<file path="src/rtl/keccak_squeeze_ctrl_if.sv">
// Handshake and configuration bundle between the squeeze controller and its
// surroundings (job control, permutation core, lane mux and output consumer).
//   master : the squeeze controller (drives sel/out_valid/out_last/perm_start/busy/done)
//   slave  : the environment (drives start/num_lanes/num_blocks/abort/out_ready/perm_done)
interface keccak_squeeze_ctrl_if #(
  parameter int BLK_W = 8
);
  logic             start;
  logic [3:0]       num_lanes;
  logic [BLK_W-1:0] num_blocks;
  logic             abort;
  logic             out_ready;
  logic             perm_done;
  logic [3:0]       sel;
  logic             out_valid;
  logic             out_last;
  logic             perm_start;
  logic             busy;
  logic             done;

  modport master (
    input  start, num_lanes, num_blocks, abort, out_ready, perm_done,
    output sel, out_valid, out_last, perm_start, busy, done
  );

  modport slave (
    output start, num_lanes, num_blocks, abort, out_ready, perm_done,
    input  sel, out_valid, out_last, perm_start, busy, done
  );
endinterface

</file>
<file path="src/rtl/keccak_squeeze_ctrl.sv">
// Keccak squeeze sequencer: walks the rate lanes through the 12-way lane mux,
// streaming one lane per out_valid/out_ready handshake, and requests a
// permutation from the round core between output blocks.
// Ports:
//   clk  - rising-edge clock
//   rst  - asynchronous active-high reset
//   bus  - keccak_squeeze_ctrl_if.master:
//          start/num_lanes/num_blocks  job launch and configuration (IDLE only)
//          abort                       synchronous cancel of the running job
//          out_ready                   consumer accepts the current lane
//          perm_done                   permutation finished pulse
//          sel                         lane select to the mux
//          out_valid/out_last          lane valid / final lane of final block
//          perm_start                  one-cycle permutation request
//          busy/done                   job in progress / completion pulse
module keccak_squeeze_ctrl #(
  parameter int MAX_LANES = 12,
  parameter int BLK_W     = 8
) (
  input logic                   clk,
  input logic                   rst,
  keccak_squeeze_ctrl_if.master bus
);

  typedef enum logic [1:0] {
    IDLE    = 2'd0,
    STREAM  = 2'd1,
    PERMUTE = 2'd2,
    DONE    = 2'd3
  } state_t;

  localparam logic [3:0]       NL_MAX   = 4'(MAX_LANES);
  localparam logic [3:0]       LANE_ONE = 4'd1;
  localparam logic [BLK_W-1:0] BLK_ONE  = BLK_W'(1);

  state_t           state, state_n;
  logic [3:0]       lane, lane_n;
  logic [BLK_W-1:0] blk, blk_n;
  logic [3:0]       nl, nl_n;
  logic [BLK_W-1:0] nb, nb_n;
  logic             perm_start_n;

  logic xfer;
  logic lane_end;
  logic blk_end;

  assign xfer     = bus.out_valid && bus.out_ready;
  assign lane_end = (lane == nl - LANE_ONE);
  assign blk_end  = (blk == nb - BLK_ONE);

  always_comb begin
    state_n      = state;
    lane_n       = lane;
    blk_n        = blk;
    nl_n         = nl;
    nb_n         = nb;
    perm_start_n = 1'b0;

    if (state != IDLE && bus.abort) begin
      state_n = IDLE;
      lane_n  = '0;
      blk_n   = '0;
    end else begin
      case (state)
        IDLE: begin
          if (bus.start) begin
            // Out-of-range lane counts and an empty block count are clamped
            // so the job always emits at least one full lane sequence.
            nl_n    = (bus.num_lanes == '0 || bus.num_lanes > NL_MAX) ? NL_MAX : bus.num_lanes;
            nb_n    = (bus.num_blocks == '0) ? BLK_ONE : bus.num_blocks;
            lane_n  = '0;
            blk_n   = '0;
            state_n = STREAM;
          end
        end
        STREAM: begin
          if (xfer) begin
            if (!lane_end) begin
              lane_n = lane + LANE_ONE;
            end else if (!blk_end) begin
              lane_n       = '0;
              blk_n        = blk + BLK_ONE;
              state_n      = PERMUTE;
              perm_start_n = 1'b1;
            end else begin
              state_n = DONE;
            end
          end
        end
        PERMUTE: begin
          if (bus.perm_done) begin
            state_n = STREAM;
          end
        end
        DONE: begin
          state_n = IDLE;
          lane_n  = '0;
          blk_n   = '0;
        end
        default: begin
          state_n = IDLE;
        end
      endcase
    end
  end

  // All outputs are registered from the next-state values so they line up
  // with the state they describe on the same edge.
  always_ff @(posedge clk or posedge rst) begin
    if (rst) begin
      state          <= IDLE;
      lane           <= '0;
      blk            <= '0;
      nl             <= '0;
      nb             <= '0;
      bus.sel        <= '0;
      bus.out_valid  <= 1'b0;
      bus.out_last   <= 1'b0;
      bus.perm_start <= 1'b0;
      bus.busy       <= 1'b0;
      bus.done       <= 1'b0;
    end else begin
      state          <= state_n;
      lane           <= lane_n;
      blk            <= blk_n;
      nl             <= nl_n;
      nb             <= nb_n;
      bus.sel        <= (state_n == STREAM) ? lane_n : '0;
      bus.out_valid  <= (state_n == STREAM);
      bus.out_last   <= (state_n == STREAM) &&
                        (lane_n == nl_n - LANE_ONE) &&
                        (blk_n == nb_n - BLK_ONE);
      bus.perm_start <= perm_start_n;
      bus.busy       <= (state_n != IDLE);
      bus.done       <= (state_n == DONE);
    end
  end

endmodule

</file>
<file path="src/flat_wrapper.sv">
// flat-port wrapper written by rule: the top's interface ports become plain ports
module keccak_squeeze_ctrl_flat 
#(
  parameter int MAX_LANES = 12,
  parameter int BLK_W     = 8
)
  (clk, rst, bus_start, bus_num_lanes, bus_num_blocks, bus_abort, bus_out_ready, bus_perm_done, bus_sel, bus_out_valid, bus_out_last, bus_perm_start, bus_busy, bus_done);
  keccak_squeeze_ctrl_if #(.BLK_W(BLK_W)) bus_i ();
  input logic clk;
  input logic rst;
  input wire logic [$bits(bus_i.start)-1:0] bus_start;
  input wire logic [$bits(bus_i.num_lanes)-1:0] bus_num_lanes;
  input wire logic [$bits(bus_i.num_blocks)-1:0] bus_num_blocks;
  input wire logic [$bits(bus_i.abort)-1:0] bus_abort;
  input wire logic [$bits(bus_i.out_ready)-1:0] bus_out_ready;
  input wire logic [$bits(bus_i.perm_done)-1:0] bus_perm_done;
  output wire logic [$bits(bus_i.sel)-1:0] bus_sel;
  output wire logic [$bits(bus_i.out_valid)-1:0] bus_out_valid;
  output wire logic [$bits(bus_i.out_last)-1:0] bus_out_last;
  output wire logic [$bits(bus_i.perm_start)-1:0] bus_perm_start;
  output wire logic [$bits(bus_i.busy)-1:0] bus_busy;
  output wire logic [$bits(bus_i.done)-1:0] bus_done;
  assign bus_i.start = bus_start;
  assign bus_i.num_lanes = bus_num_lanes;
  assign bus_i.num_blocks = bus_num_blocks;
  assign bus_i.abort = bus_abort;
  assign bus_i.out_ready = bus_out_ready;
  assign bus_i.perm_done = bus_perm_done;
  assign bus_sel = bus_i.sel;
  assign bus_out_valid = bus_i.out_valid;
  assign bus_out_last = bus_i.out_last;
  assign bus_perm_start = bus_i.perm_start;
  assign bus_busy = bus_i.busy;
  assign bus_done = bus_i.done;
  keccak_squeeze_ctrl #(.MAX_LANES(MAX_LANES), .BLK_W(BLK_W)) u_core (.clk(clk), .rst(rst), .bus(bus_i));
endmodule
</file>
<file path="config.mk">
export PLATFORM = sky130hd
export DESIGN_NAME = keccak_squeeze_ctrl_flat
export DESIGN_NICKNAME = d
export VERILOG_FILES = /design/src/rtl/keccak_squeeze_ctrl_if.sv /design/src/rtl/keccak_squeeze_ctrl.sv /design/src/flat_wrapper.sv
export SDC_FILE = /design/constraint.sdc
export NUM_CORES = 1
export LEC_CHECK = 0
export CAP_MARGIN = 25
export CORE_ASPECT_RATIO = 0.7
export CORE_MARGIN = 5
export CORE_UTILIZATION = 60
export CTS_BUF_LIST = sky130_fd_sc_hd__clkbuf_8
export DETAILED_ROUTE_END_ITERATION = 16
export PLACE_DENSITY_LB_ADDON = 0.1
export SLEW_MARGIN = 20
export SYNTH_ARGS = -nofsm -noshare
export SYNTH_HDL_FRONTEND = slang
export SYNTH_SLANG_ARGS = --single-unit
export TNS_END_PERCENT = 5
</file>
<file path="constraint.sdc">
create_clock -name clk -period 3.58 [get_ports clk]
set_input_delay 0.537 -clock clk [delete_from_list [all_inputs] [get_ports clk]]
set_output_delay 0.537 -clock clk [all_outputs]
set_load 0.01 [all_outputs]
</file>
; Word-level counts from Yosys, hierarchy flattened
; Cells that the tools add are included.
[word_totals]
reg_bits = 35
inputBits = 18
output_inout_bits = 9
wordCells = 70
[classes]
add_sub_neg = 6
magnitude_cmp = 1
eq_ne = 9
muxes = 33
n_reduce_logical = 10
[ops]
columns = cell, count
row1 = $mux 8, 9
row2 = $mux 4, 10
row3 = $pmux 8 s3, 1
row4 = $eq 8x8->1, 2
row5 = $sub 8x1->8 const B, 2
row6 = $pmux 4 s3, 1
row7 = $mux 2, 5
row8 = $add 8x1->8 const B, 1
row9 = $eq 4x4->1, 2
row10 = $logic_not 8->1, 1
row11 = $pmux 2 s4, 1
row12 = $sub 4x1->4 const B, 2
row13 = $eq 2x2->1 const B, 3
row14 = $mux 1, 6
row15 = $add 4x1->4 const B, 1
row16 = $eq 2x1->1 const B, 2
row17 = $gt 4x4->1 const B, 1
row18 = $logic_and 1x1->1, 4
row19 = $logic_not 4->1, 1
row20 = $reduce_bool 2->1, 2
row21 = $logic_not 2->1, 1
row22 = $logic_or 1x1->1, 1

; Longest topological paths before layout
[logic_depth]
word_depth = 10
ltp_mapped = 15
depth_no_buf = 12

; Worst setup path after synthesis
; OpenSTA, ideal clock, no wires.
[synth_path]
path_kind = in2reg
startpoint = input bus_start
endpoint = register u_core.bus.out_last
setup_ns = 0.107
t_arrival_ns = 3.176
required_ns = 3.473
setup_slack_ns = 0.297
path_stages = 13
path_buffers = 2
path_cell_list = or3b_1 buf_6 buf_6 a21oi_1 inv_1 ha_1 and3_4 mux2_4 a2111oi_1 o311ai_1 nor3_2 nand4_2 a2111oi_4
[synth_between]
elab_cells_between_ends = 22
cone_classes = add/sub (2) / eq/ne (3) / mux (15) / reduce/logical (2)
[synth_rtl]
columns = element, line_no
row1 = from (decl), flat_wrapper.sv:11  ; input wire logic [$bits(bus_i.start)-1:0] bus_start;
row2 = $mux 8, keccak_squeeze_ctrl.sv:66  ; if (bus.start) begin
row3 = $mux 8, keccak_squeeze_ctrl.sv:64  ; case (state)
row4 = $mux 8, keccak_squeeze_ctrl.sv:59  ; if (state != IDLE && bus.abort) begin
row5 = net u_core.nb_n[0], keccak_squeeze_ctrl.sv:40  ; logic [BLK_W-1:0] nb, nb_n;
row6 = $sub 8x1->8, keccak_squeeze_ctrl.sv:132  ; (blk_n == nb_n - BLK_ONE);
row7 = $eq 8x8->1, keccak_squeeze_ctrl.sv:132
row8 = $logic_and 1x1->1, keccak_squeeze_ctrl.sv:131  ; (lane_n == nl_n - LANE_ONE) &&
row9 = to (signal assigned), keccak_squeeze_ctrl.sv:130  ; bus.out_last <= (state_n == STREAM) &&
row10 = to (decl), keccak_squeeze_ctrl_if.sv:23  ; output sel, out_valid, out_last, perm_start, busy, done
; The timed path passes the listed nets, and every way through them passes these cells.

; Worst setup path after layout
[layout_path]
startpoint = register u_core.nb[2]
endpoint = register u_core.bus.out_last
[layout_between]
elab_chain_len = 10
elab_cells_between_ends = 26
cone_classes = add/sub (2) / eq/ne (4) / mux (18) / reduce/logical (2)
[layout_lines]
columns = element, line_no
row1 = from (decl), keccak_squeeze_ctrl.sv:40
row2 = from (signal assigned), keccak_squeeze_ctrl.sv:127  ; nb <= nb_n;
row3 = $sub 8x1->8, keccak_squeeze_ctrl.sv:49  ; assign blk_end = (blk == nb - BLK_ONE);
row4 = $eq 8x8->1, keccak_squeeze_ctrl.sv:49
row5 = $mux 4 / $mux 1 (equally long branches), keccak_squeeze_ctrl.sv:80  ; end else if (!blk_end) begin
row6 = $mux 4 / $mux 2 (equally long branches), keccak_squeeze_ctrl.sv:78  ; if (!lane_end) begin
row7 = $mux 4 / $mux 2 (equally long branches), keccak_squeeze_ctrl.sv:77  ; if (xfer) begin
row8 = $pmux 4 s3 / $pmux 2 s4 (equally long branches), keccak_squeeze_ctrl.sv:64
row9 = $mux 4 / $mux 2 (equally long branches), keccak_squeeze_ctrl.sv:59
row10 = $eq 4x4->1 / $eq 2x1->1 (equally long branches), "keccak_squeeze_ctrl.sv:131, keccak_squeeze_ctrl.sv:130"
row11 = $logic_and 1x1->1, keccak_squeeze_ctrl.sv:130
row12 = $logic_and 1x1->1 (*), keccak_squeeze_ctrl.sv:131
; Every way passes the cells marked *; elsewhere a longest branch is shown, timed or not.

==> metrics.txt <==
status completed; Routed WL per cell 19.33 µm; met2 GRT Util 0.4291; postcts setup bufs 0; max_cap viols 0; CP Capture Type flop; worst path cell trace nor3_1, xnor2_1, nor4_1, o211a_4, nand2b_4, a41oi_2, xnor3_1, or3_1, a2111oi_4; sequential share of the synthesized area 0.2846; crit path launch u_core.nb[2]; Global Route Usage Sum 0.3025; Avg Synthesized Cell Area 8.296 µm²; FF-to-FF Start u_core.nb[2]; ANT nets after route 0; via/cell ratio 6.283; Final Slew Violations 0; PwrDens 443.6 mW/mm²; Pre-Repair DR Iteration Count 6; ant diodes 0; Worst Setup Start Kind flop; PortBufs 26; CP Data Arrival Time 3.71 ns; routability congestion estimate from global placement 1.089; Overflow after GRT 0; initial DRC count 514; initial cell density of the core 0.6332; worst vdd ir 0.2825 mV; Cell Area, Synth 0.003078 mm²; IO Count 27; Crit Path Category reg -> reg; dpl ws -0.1573 ns; final instance area 0.003810 mm²; Most Crowded Layer GR met1; Max Freq 0.2847 GHz; Die X 95.61 µm; fin nets 457; Worst path slowest cell nor3_1; worst min-delay path class reg -> reg; fraction of layout cells with a size suffix above 1 0.2032; P&R area growth vs syn 23.78%; top_reg_cell synth dfrtp_1; CTS tree yes; clk_skew 0.008192 ns; area of the multi-input gates 0.002023 mm²; ranking of synthesized cells by area dfrtp_1 28%, nand2_1 5.7%, xor2_1 4.6%; Clock Latency Late Sink 0.29 ns; Seq cells post-synth 35; DRC viols 0; GR Util met1 0.4489; register area 875.8 µm²; Data required, critical path 3.77 ns; vias in the first global route 3,072; Leakage 1.710 nW; setup ws final 0.06723 ns; Fillers 358; Routed WL 9.704 mm; Core Box Area 0.004861 mm²; WHS 0.5905 ns; cts bufs inserted 5; worst hold start u_core.nl[2]; Longest Clk Path Bufs 2; critical-path maximum fanout 10; HPWL after DPL 7.512 mm; area post-placement 0.003704 mm²; Final Hold Viols 0; slowest stage delay, CP 0.52 ns; clock root cell clkbuf_8; Post-Syn Nets 395; final setup violation count 0; placed instance count 495; die footprint 0.006685 mm²; min cycle time layout 3.513 ns; Synth Instances 371; Worst-path clk slew 0.07 ns; via count 3,154; first-pass GRT wire length 15.67 mm; Synth Warn # 0; final core area utilization 0.7838; period utilization 0.9812; commonest non-fill, non-tap cell in the layout buf_4; EDFF count, synth 0; largest area contributor in the netlist dfrtp_1; H-tree depth reported by CTS 2; CTS sink count 35; final std cells w/o fill 502; Die H 69.93 µm; initial antenna violation count 0; met3 Use GR 0.08906; worst slew pin tran 0.6417 ns; Synth top area share 0.2846; most frequent cells in the layout 53 x buf_4, 47 x nand2_1, 35 x dfrtp_1; Cell variety after synth 70; Worst slew margin 0.5611; # rows 21; post-synthesis async set-or-reset flop share 1.000; largest net degree at the start of global routing 36
[synth_stat cells, types with 3 or more instances]
cell type,count
o22ai_1,3
xor2_1,16
nand2_1,47
or3_1,3
nor4_1,3
and2_1,4
nor2b_1,6
clkbuf_1,16
o21ai_0,22
buf_6,3
nand2b_1,5
buf_2,5
a32oi_1,3
inv_1,21
a21oi_1,17
xnor2_1,11
mux2_2,5
dfrtp_1,35
o21bai_1,4
and3_1,7
ha_1,6
nand4_1,4
or4_1,3
a211oi_1,4
mux2i_1,7
nor2_1,23
nand3_1,13
a31oi_1,3
o31ai_1,4
o21a_1,3
nor3_1,17
[worst paths after layout]
kind	end	depth (start not counted)	slack (ns)
setup reg to reg	u_core.bus.out_last	9	0.07
setup / recovery	u_core.bus.out_last	9	0.07
min in group asynchronous	u_core.nb[4]	3	0.64
hold / removal	u_core.nl[2]	2	0.59
max in group asynchronous	u_core.nl[1]	3	2.60
hold reg to reg	u_core.nl[2]	2	0.59
[metal layers]
layer,vias up,routed length [µm]
met3,23,1263
met5,-,0
li1,1459,-
met4,0,154
met1,1474,4218
met2,198,4067
[through the flow]
| stage | setup TNS (ns) | total power, mW |
|---|---|---|
| 5_1_grt | -0.0004223 | 1.780 |
| 6_report | 0 | 1.690 |
| 3_5_place_dp | -0.1573 | 1.356 |
| 4_1_cts | 0 | 1.657 |
| 2_1_floorplan | 0 | 1.043 |
| 3_3_place_gp | -0.07320 | 1.337 |
[where the power goes]
part / switching [mW] / leakage (nW) / total, mW / internal (mW)
registers: 0.0706 / 0.459 / 0.513 / 0.442
clock network: 0.149 / 0.0470 / 0.300 / 0.151
logic: 0.475 / 1.20 / 0.878 / 0.403
total: 0.695 / 1.71 / 1.69 / 0.996
[repair_timing]
| item | CTS | global route |
|---|---|---|
| endpoints found under the setup margin | 0 | 1 |
| hold buffers | 0 | 0 |
| gates resized for setup | 0 | 4 |
[area by class of cell]
type	count	area share
Multi-Input combinational cell	291	0.5310
Tap cell	69	0.02266
Clock inverter	1	0.001314
Sequential cell	35	0.2299
Inverter	21	0.02069
Timing Repair Buffer	79	0.1727
Clock buffer	6	0.02167
[flip-flops by register name, summed over array words and instances (netlist names)]
register / cells
u_core.bus.out_valid: 1
u_core.bus.busy: 1
u_core.bus.perm_start: 1
u_core.nb: 8
u_core.bus.done: 1
u_core.bus.sel: 4
u_core.nl: 4
u_core.lane: 4
u_core.state: 2
u_core.blk: 8
u_core.bus.out_last: 1
[kinds of logic (layout without fill, tap and decap cells)]
family / Yosys count / in the layout / share of synthesized area
compound gates: 87 / 87 / 0.2008
xor+xnor: 29 / 29 / 0.09309
fa+ha+maj: 6 / 6 / 0.02439
buf+inv: 45 / 107 / 0.06423
flops: 35 / 35 / 0.2846
mux: 17 / 17 / 0.06626
simple gates: 152 / 152 / 0.2667
[critical path: cells and delay by family, from the launching register on]
kind	cells	cell delay [ns]
xor+xnor	2	0.53
compound gates	3	0.81
flops	1	0.49
simple gates	4	1.59
Power figures use the tool's default switching activity.
